==> src/rtl/alu_issue.sv <==
// Purpose: queues up to 4 ALU commands, issues them one at a time to an external combinational ALU, and registers each result.
// Latency: a command pushed into an empty, idle block has res_valid set two edges later; one result per 2 cycles when sustained.
// Backpressure: cmd_ready drops when the FIFO holds 4; while res_valid && !res_ready the result holds and no further pop occurs.
module alu_issue (
  input  logic       clk,
  input  logic       rst,
  input  logic       cmd_valid,
  output logic       cmd_ready,
  input  logic [3:0] cmd_a,
  input  logic [3:0] cmd_b,
  input  logic [3:0] cmd_sel,
  output logic [3:0] alu_a,
  output logic [3:0] alu_b,
  output logic [3:0] alu_sel,
  input  logic [7:0] alu_y,
  output logic       res_valid,
  input  logic       res_ready,
  output logic [7:0] res_data,
  output logic [3:0] res_sel,
  output logic       res_err,
  output logic [2:0] fifo_count
);

  localparam logic [3:0] SEL_DIV = 4'b0011;

  typedef struct packed {
    logic [3:0] sel;
    logic [3:0] a;
    logic [3:0] b;
  } cmd_t;

  typedef enum logic [1:0] {IDLE, EXEC, WAIT} state_t;

  state_t     state, state_nxt;
  cmd_t       mem [4];
  logic [1:0] wr_ptr, rd_ptr;
  logic       push, pop, capture;

  // Ready comes from the registered count only, so a pop in this cycle never opens a slot early.
  assign cmd_ready = (fifo_count < 3'd4);
  assign push      = cmd_valid && cmd_ready;

  // Issue FSM next-state: pop into the issue register, execute for one cycle, then hold the result until taken.
  always_comb begin
    state_nxt = state;
    pop       = 1'b0;
    capture   = 1'b0;
    case (state)
      IDLE: begin
        if (fifo_count != 3'd0) begin
          pop       = 1'b1;
          state_nxt = EXEC;
        end
      end
      EXEC: begin
        capture   = 1'b1;
        state_nxt = WAIT;
      end
      WAIT: begin
        if (res_ready) begin
          if (fifo_count != 3'd0) begin
            pop       = 1'b1;
            state_nxt = EXEC;
          end else begin
            state_nxt = IDLE;
          end
        end
      end
      default: state_nxt = IDLE;
    endcase
  end

  // State register.
  always_ff @(posedge clk) begin
    if (rst) state <= IDLE;
    else     state <= state_nxt;
  end

  // FIFO storage; contents need no reset because the pointers and count define validity.
  always_ff @(posedge clk) begin
    if (push) mem[wr_ptr] <= '{sel: cmd_sel, a: cmd_a, b: cmd_b};
  end

  // FIFO pointers and occupancy; 2-bit pointers wrap naturally modulo 4.
  always_ff @(posedge clk) begin
    if (rst) begin
      wr_ptr     <= 2'd0;
      rd_ptr     <= 2'd0;
      fifo_count <= 3'd0;
    end else begin
      if (push) wr_ptr <= wr_ptr + 2'd1;
      if (pop)  rd_ptr <= rd_ptr + 2'd1;
      case ({push, pop})
        2'b10:   fifo_count <= fifo_count + 3'd1;
        2'b01:   fifo_count <= fifo_count - 3'd1;
        default: fifo_count <= fifo_count;
      endcase
    end
  end

  // Issue register drives the ALU directly and holds its value outside of a pop.
  always_ff @(posedge clk) begin
    if (rst) begin
      alu_sel <= 4'd0;
      alu_a   <= 4'd0;
      alu_b   <= 4'd0;
    end else if (pop) begin
      alu_sel <= mem[rd_ptr].sel;
      alu_a   <= mem[rd_ptr].a;
      alu_b   <= mem[rd_ptr].b;
    end
  end

  // Result register: capture at the end of EXEC, substituting 8'hFF for divide-by-zero; release on res_ready.
  always_ff @(posedge clk) begin
    if (rst) begin
      res_valid <= 1'b0;
      res_data  <= 8'd0;
      res_sel   <= 4'd0;
      res_err   <= 1'b0;
    end else if (capture) begin
      res_valid <= 1'b1;
      res_sel   <= alu_sel;
      if (alu_sel == SEL_DIV && alu_b == 4'd0) begin
        res_data <= 8'hFF;
        res_err  <= 1'b1;
      end else begin
        res_data <= alu_y;
        res_err  <= 1'b0;
      end
    end else if (state == WAIT && res_ready) begin
      res_valid <= 1'b0;
    end
  end

endmodule

==> config.mk <==
export PLATFORM = sky130hd
export DESIGN_NAME = alu_issue
export DESIGN_NICKNAME = d
export VERILOG_FILES = /design/src/rtl/alu_issue.sv
export SDC_FILE = /design/constraint.sdc
export NUM_CORES = 1
export LEC_CHECK = 0
export CORE_MARGIN = 3
export CORE_UTILIZATION = 30
export CTS_CLUSTER_DIAMETER = 120
export CTS_CLUSTER_SIZE = 14
export DETAILED_ROUTE_END_ITERATION = 7
export RECOVER_POWER = 25
export SLEW_MARGIN = 20
export SYNTH_ARGS = -nofsm -noshare
export SYNTH_HDL_FRONTEND = slang
export SYNTH_SLANG_ARGS = --single-unit
==> constraint.sdc <==
create_clock -name clk -period 4 [get_ports clk]
set_input_delay 1 -clock clk [delete_from_list [all_inputs] [get_ports clk]]
set_output_delay 1 -clock clk [all_outputs]
set_load 0.03 [all_outputs]
; Word level (Yosys, flattened, before mapping)
; Memories as Yosys holds them, arrays and structs flattened. A register that Yosys moved wholly into a read port is not among the register bits.
; Cells that the tools add are included.
[totals]
ff_bits = 23
mem_bits_rw = 48
in_bits = 24
output_inout_bits = 30
wordCells = 45
n_memories = 1
[op_classes]
addsub = 4
magnitude_cmp = 1
eq_ne = 7
mux = 15
reduce_logical = 9
[memory_table]
columns = memory, depth, width, rd, rd_ports_with_merged_regs, write_ports, line
row1 = mem, 4, 12, 1, 1, 1, 35  ; cmd_t mem [4];
[ops]
columns = op, n
row1 = $mux W1, 9
row2 = $mux W8, 1
row3 = $pmux W2 S3, 1
row4 = $pmux W3 S2, 1
row5 = $add A2 B1 Y2 const B, 2
row6 = $eq A2 B1 Y1 const B, 2
row7 = $eq A2 B2 Y1 const B, 2
row8 = $eq A4 B2 Y1 const B, 1
row9 = $logic_not A4 Y1, 1
row10 = $mux W2, 2
row11 = $ne A2 B2 Y1 const B, 2
row12 = $reduce_bool A2 Y1, 2
row13 = $add A3 B1 Y3 const B, 1
row14 = $logic_and A1 B1 Y1, 3
row15 = $lt A3 B3 Y1 const B, 1
row16 = $reduce_bool A3 Y1, 1
row17 = $sub A3 B1 Y3 const B, 1
row18 = $logic_not A2 Y1, 1
row19 = $pmux W1 S2, 1
row20 = $reduce_and A2 Y1, 1

; Longest topological paths before layout
[depth]
word_depth = 6
ltp_mapped = 9

; Worst setup path before layout
; Ideal clock, no wire load.
[synth_timing]
path_kind = input to register
startpoint = input port res_ready
endpoint = register fifo_count[2]
t_arrival_ps = 2743
required_ps = 3930
slack_ps = 1187
stages = 9
n_path_buf = 1
cell_sequence = nor2b_1 > nor3_1 > buf_2 > ha_1 > inv_1 > fa_1 > xor2_1 > or3_1 > a21oi_1
[synth_between]
elab_chain_len = 4
[synth_lines]
columns = element, line
row1 = start: declaration, 17  ; input logic res_ready,
row2 = $mux W1 (*), 60  ; if (res_ready) begin
row3 = $pmux W1 S2 (*), 48  ; case (state)
row4 = via pop, 37  ; logic push, pop, capture;
row5 = $eq A2 B1 Y1 / $eq A2 B2 Y1 (equally long branches), 93  ; case ({push, pop})
row6 = $pmux W3 S2 / $reduce_bool A2 Y1 (equally long branches), n/a
row7 = end signal: assignment, 94  ; 2'b10: fifo_count <= fifo_count + 3'd1;
row8 = end signal: assignment, 95  ; 2'b01: fifo_count <= fifo_count - 3'd1;
row9 = end signal: assignment, 96  ; default: fifo_count <= fifo_count;
row10 = end: declaration, 21  ; output logic [2:0] fifo_count
; The timed path passes the listed nets; every way through them passes the cells marked *.
; A chain may end at the register's enable or synchronous reset.

; Final worst setup path
[layout_timing]
startpoint = input port res_ready
endpoint = register fifo_count[2]
[layout_between]
elab_chain_len = 4
[layout_lines]
columns = element, line
row1 = $mux W1 (*), 60
row2 = $pmux W1 S2 (*), 48
row3 = $eq A2 B1 Y1 / $eq A2 B2 Y1 (equally long branches), 93
row4 = $pmux W3 S2 / $reduce_bool A2 Y1 (equally long branches), n/a
; Every way passes the cells marked *; elsewhere a longest branch is shown, timed or not.

==> impl_metrics.ini <==
[final_layout]
multi_input_area_um2 = 1015
nets = 308
ff_latch_area_um2 = 2142
antenna_cells = 0
drive_gt1_share_pct = 7.067
n_fill_cell = 1036
syn2layout_area_growth_pct = 26.01

[logic_synthesis]
synthesis.area_um2 = 3257
post_synth_num_cell_types = 36
yosysTopAreaCellShare_pct = 44.26
synth_cells = 223
synth_common_cells = edfxtp_1 (48), dfxtp_1 (35), nor2_1 (24)
yosysMostFrequentCell = edfxtp_1
synth_fp_nets = 253
synth_edf_count = 48
ys_ff_latch = 83
synth.largest_area_cell = edfxtp_1
synthArstFlopShare_pct = 0
synthFlopType = edfxtp_1
synth_area_leaders = edfxtp_1 (44%), dfxtp_1 (22%), mux4_1 (9.7%)
avgSynthCellArea_um2 = 14.60
yosys_warnings = 0
ys_seq_area_share_pct = 65.77

[die]
dieArea_um2 = 12140
die_h_um = 110.2
std_cell_rows = 37
core_um2 = 10460
io_pins = 54
start_util_pct = 31.13
die_w_um = 110.2

[clock_network]
cts-root-buf = clkbuf_8
cts_buffer_depth = 2
numClockSinks = 83
htreeDepth = 3
cts.repair.resized = 0
cts_hold_buf = 0
cts_tree = yes
clk_latency_ns = 0.35
numCtsBuffers = 9
clk_pin_slew_ns = 0.08
post-cts-setup-buffers = 0

[pwr]
p_leak_nw = 1.360
peakVddDrop_mv = 0.2407
p_per_area_nw_per_um2 = 678.1

[placed_design]
portBuffers = 53
routabilityCongestion = 0.7085
hpwlAfterDp_mm = 4.196

[sta]
min_period_ns = 2.839
maxSlewViolCount = 0
skew_ns = 0.009350
slew_headroom_pct = 47.79
setup_violations = 0
fin_setup_tns_ns = 0
tightest_slew_ns = 0.7820
fin_worst_hold_slack_ns = 0.4562
finalHoldViolations = 0
rsz0062_at_grt = false
fmax_mhz = 352.2
finalCritPeriodShare_pct = 70.97

[grt]
first_global_vias = 1907
grt_usage_pct = 10.83
grt-ovfl-total = 0
grt_pass1_wl_mm = 9.653
antenna_found_initial = 0
grt_max_degree = 25

[route]
drc = 0
vias_per_cell = 4.542
num_vias = 1903
drt_iter0_markers = 65
drtAntennaViolNets = 0
dr.pass1.iters = 4
wire_per_inst_um = 14.48
routed_wl_mm = 6.066

[critical_path]
start_kind = input port
worst-path-max-fanout = 5
critPathKind = input port to flip-flop
cp.required_ns = 4.27
end_kind = flip-flop
reg2regPathDepth = 8
cp_data_arrival_time_ns = 3.11

[status]
status = finished, final reports clean

[job]
cap_viol_max_count = 0

[hold_path]
hold_depth = 2
hp-class = flip-flop to flip-flop
## worst max-delay path, cell delays in order
cell,delay [ns]
clkdlybuf4s50_1,0.51
nor2b_1,0.11
nor3_1,0.24
ha_1,0.24
inv_1,0.06
fa_1,0.37
xor2_1,0.16
or3_1,0.30
a21oi_1,0.13
## flip-flops by register name, summed over array words and instances (netlist names)
signal / flops
res_data: 8
res_sel: 4
res_valid: 1
state: 2
alu_b: 4
res_err: 1
rd_ptr: 2
wr_ptr: 2
mem: 48
fifo_count: 3
alu_sel: 4
alu_a: 4
## power by group
part           internal [mW]  switching [mW]  total [mW]
combinational          0.437           0.524       0.961
clock                  0.292           0.289       0.581
sequential              1.09           0.152        1.24
total                   1.82           0.964        2.78
## layout make-up
cell class                 count  area share, %
sequential                    83          52.19
multi-input combinational    120          24.73
tap                          136          4.146
inverter                       8         0.7317
timing repair buffer          56          13.48
clock inverter                 5          1.524
clock buffer                  11          3.201
## placed cells by master (no fill, tap or decap), drive strengths merged, types with 10 or more instances in the layout
master | Yosys | routed
clkbuf | 5 | 11
nand2b | 13 | 13
clkdlybuf4s50 | 0 | 43
mux4 | 12 | 12
o2bb2ai | 12 | 12
nor2 | 24 | 24
dlygate4sd3 | 0 | 10
edfxtp | 48 | 48
dfxtp | 35 | 35
## per-layer routing
layer / wire, um / track usage, %
met2: 2877 / 17.72
met3: 425 / 4.426
met5: 0 / 0
met1: 2675 / 12.83
met4: 87 / 3.958
## cell families after synthesis
group                      count (synthesis)  synth area share [%]
DFF                                       83                 65.77
and+or+nand+nor                           65                 10.37
AOI/OAI and AO/OA                         32                 7.107
buffers and inverters                     20                 3.073
muxes                                     14                 10.33
adders and majority gates                  6                 2.536
xor gates and xnor gates                   3                0.8069
## metrics by stage
| step | power (mW) | setup slack [ns] | std cells | utilization (%) | area, um2 |
|---|---|---|---|---|---|
| global route | 2.966 | 1.015 | 419 | 39.23 | 4104 |
| CTS | 2.828 | 1.176 | 419 | 39.23 | 4104 |
| finish | 2.783 | 1.161 | 419 | 39.23 | 4104 |
| global placement | 2.220 | 0.8574 | 403 | 37.37 | 3910 |
| detailed placement | 2.243 | 0.8048 | 403 | 37.37 | 3910 |
| floorplan | 1.887 | 1.187 | 223 | - | 3257 |
## path summary, 6_finish.rpt
kind,start,to,slack (ns)
worst max register to register,fifo_count[2]$_SDFFE_PP0P_,fifo_count[2]$_SDFFE_PP0P_,1.87
worst min register to register,res_sel[2]$_SDFFE_PP0P_,res_sel[2]$_SDFFE_PP0P_,0.46
worst max-delay path,res_ready,fifo_count[2]$_SDFFE_PP0P_,1.16
worst min-delay path,res_sel[2]$_SDFFE_PP0P_,res_sel[2]$_SDFFE_PP0P_,0.46
No activity file was read; power rests on OpenSTA's default activity.
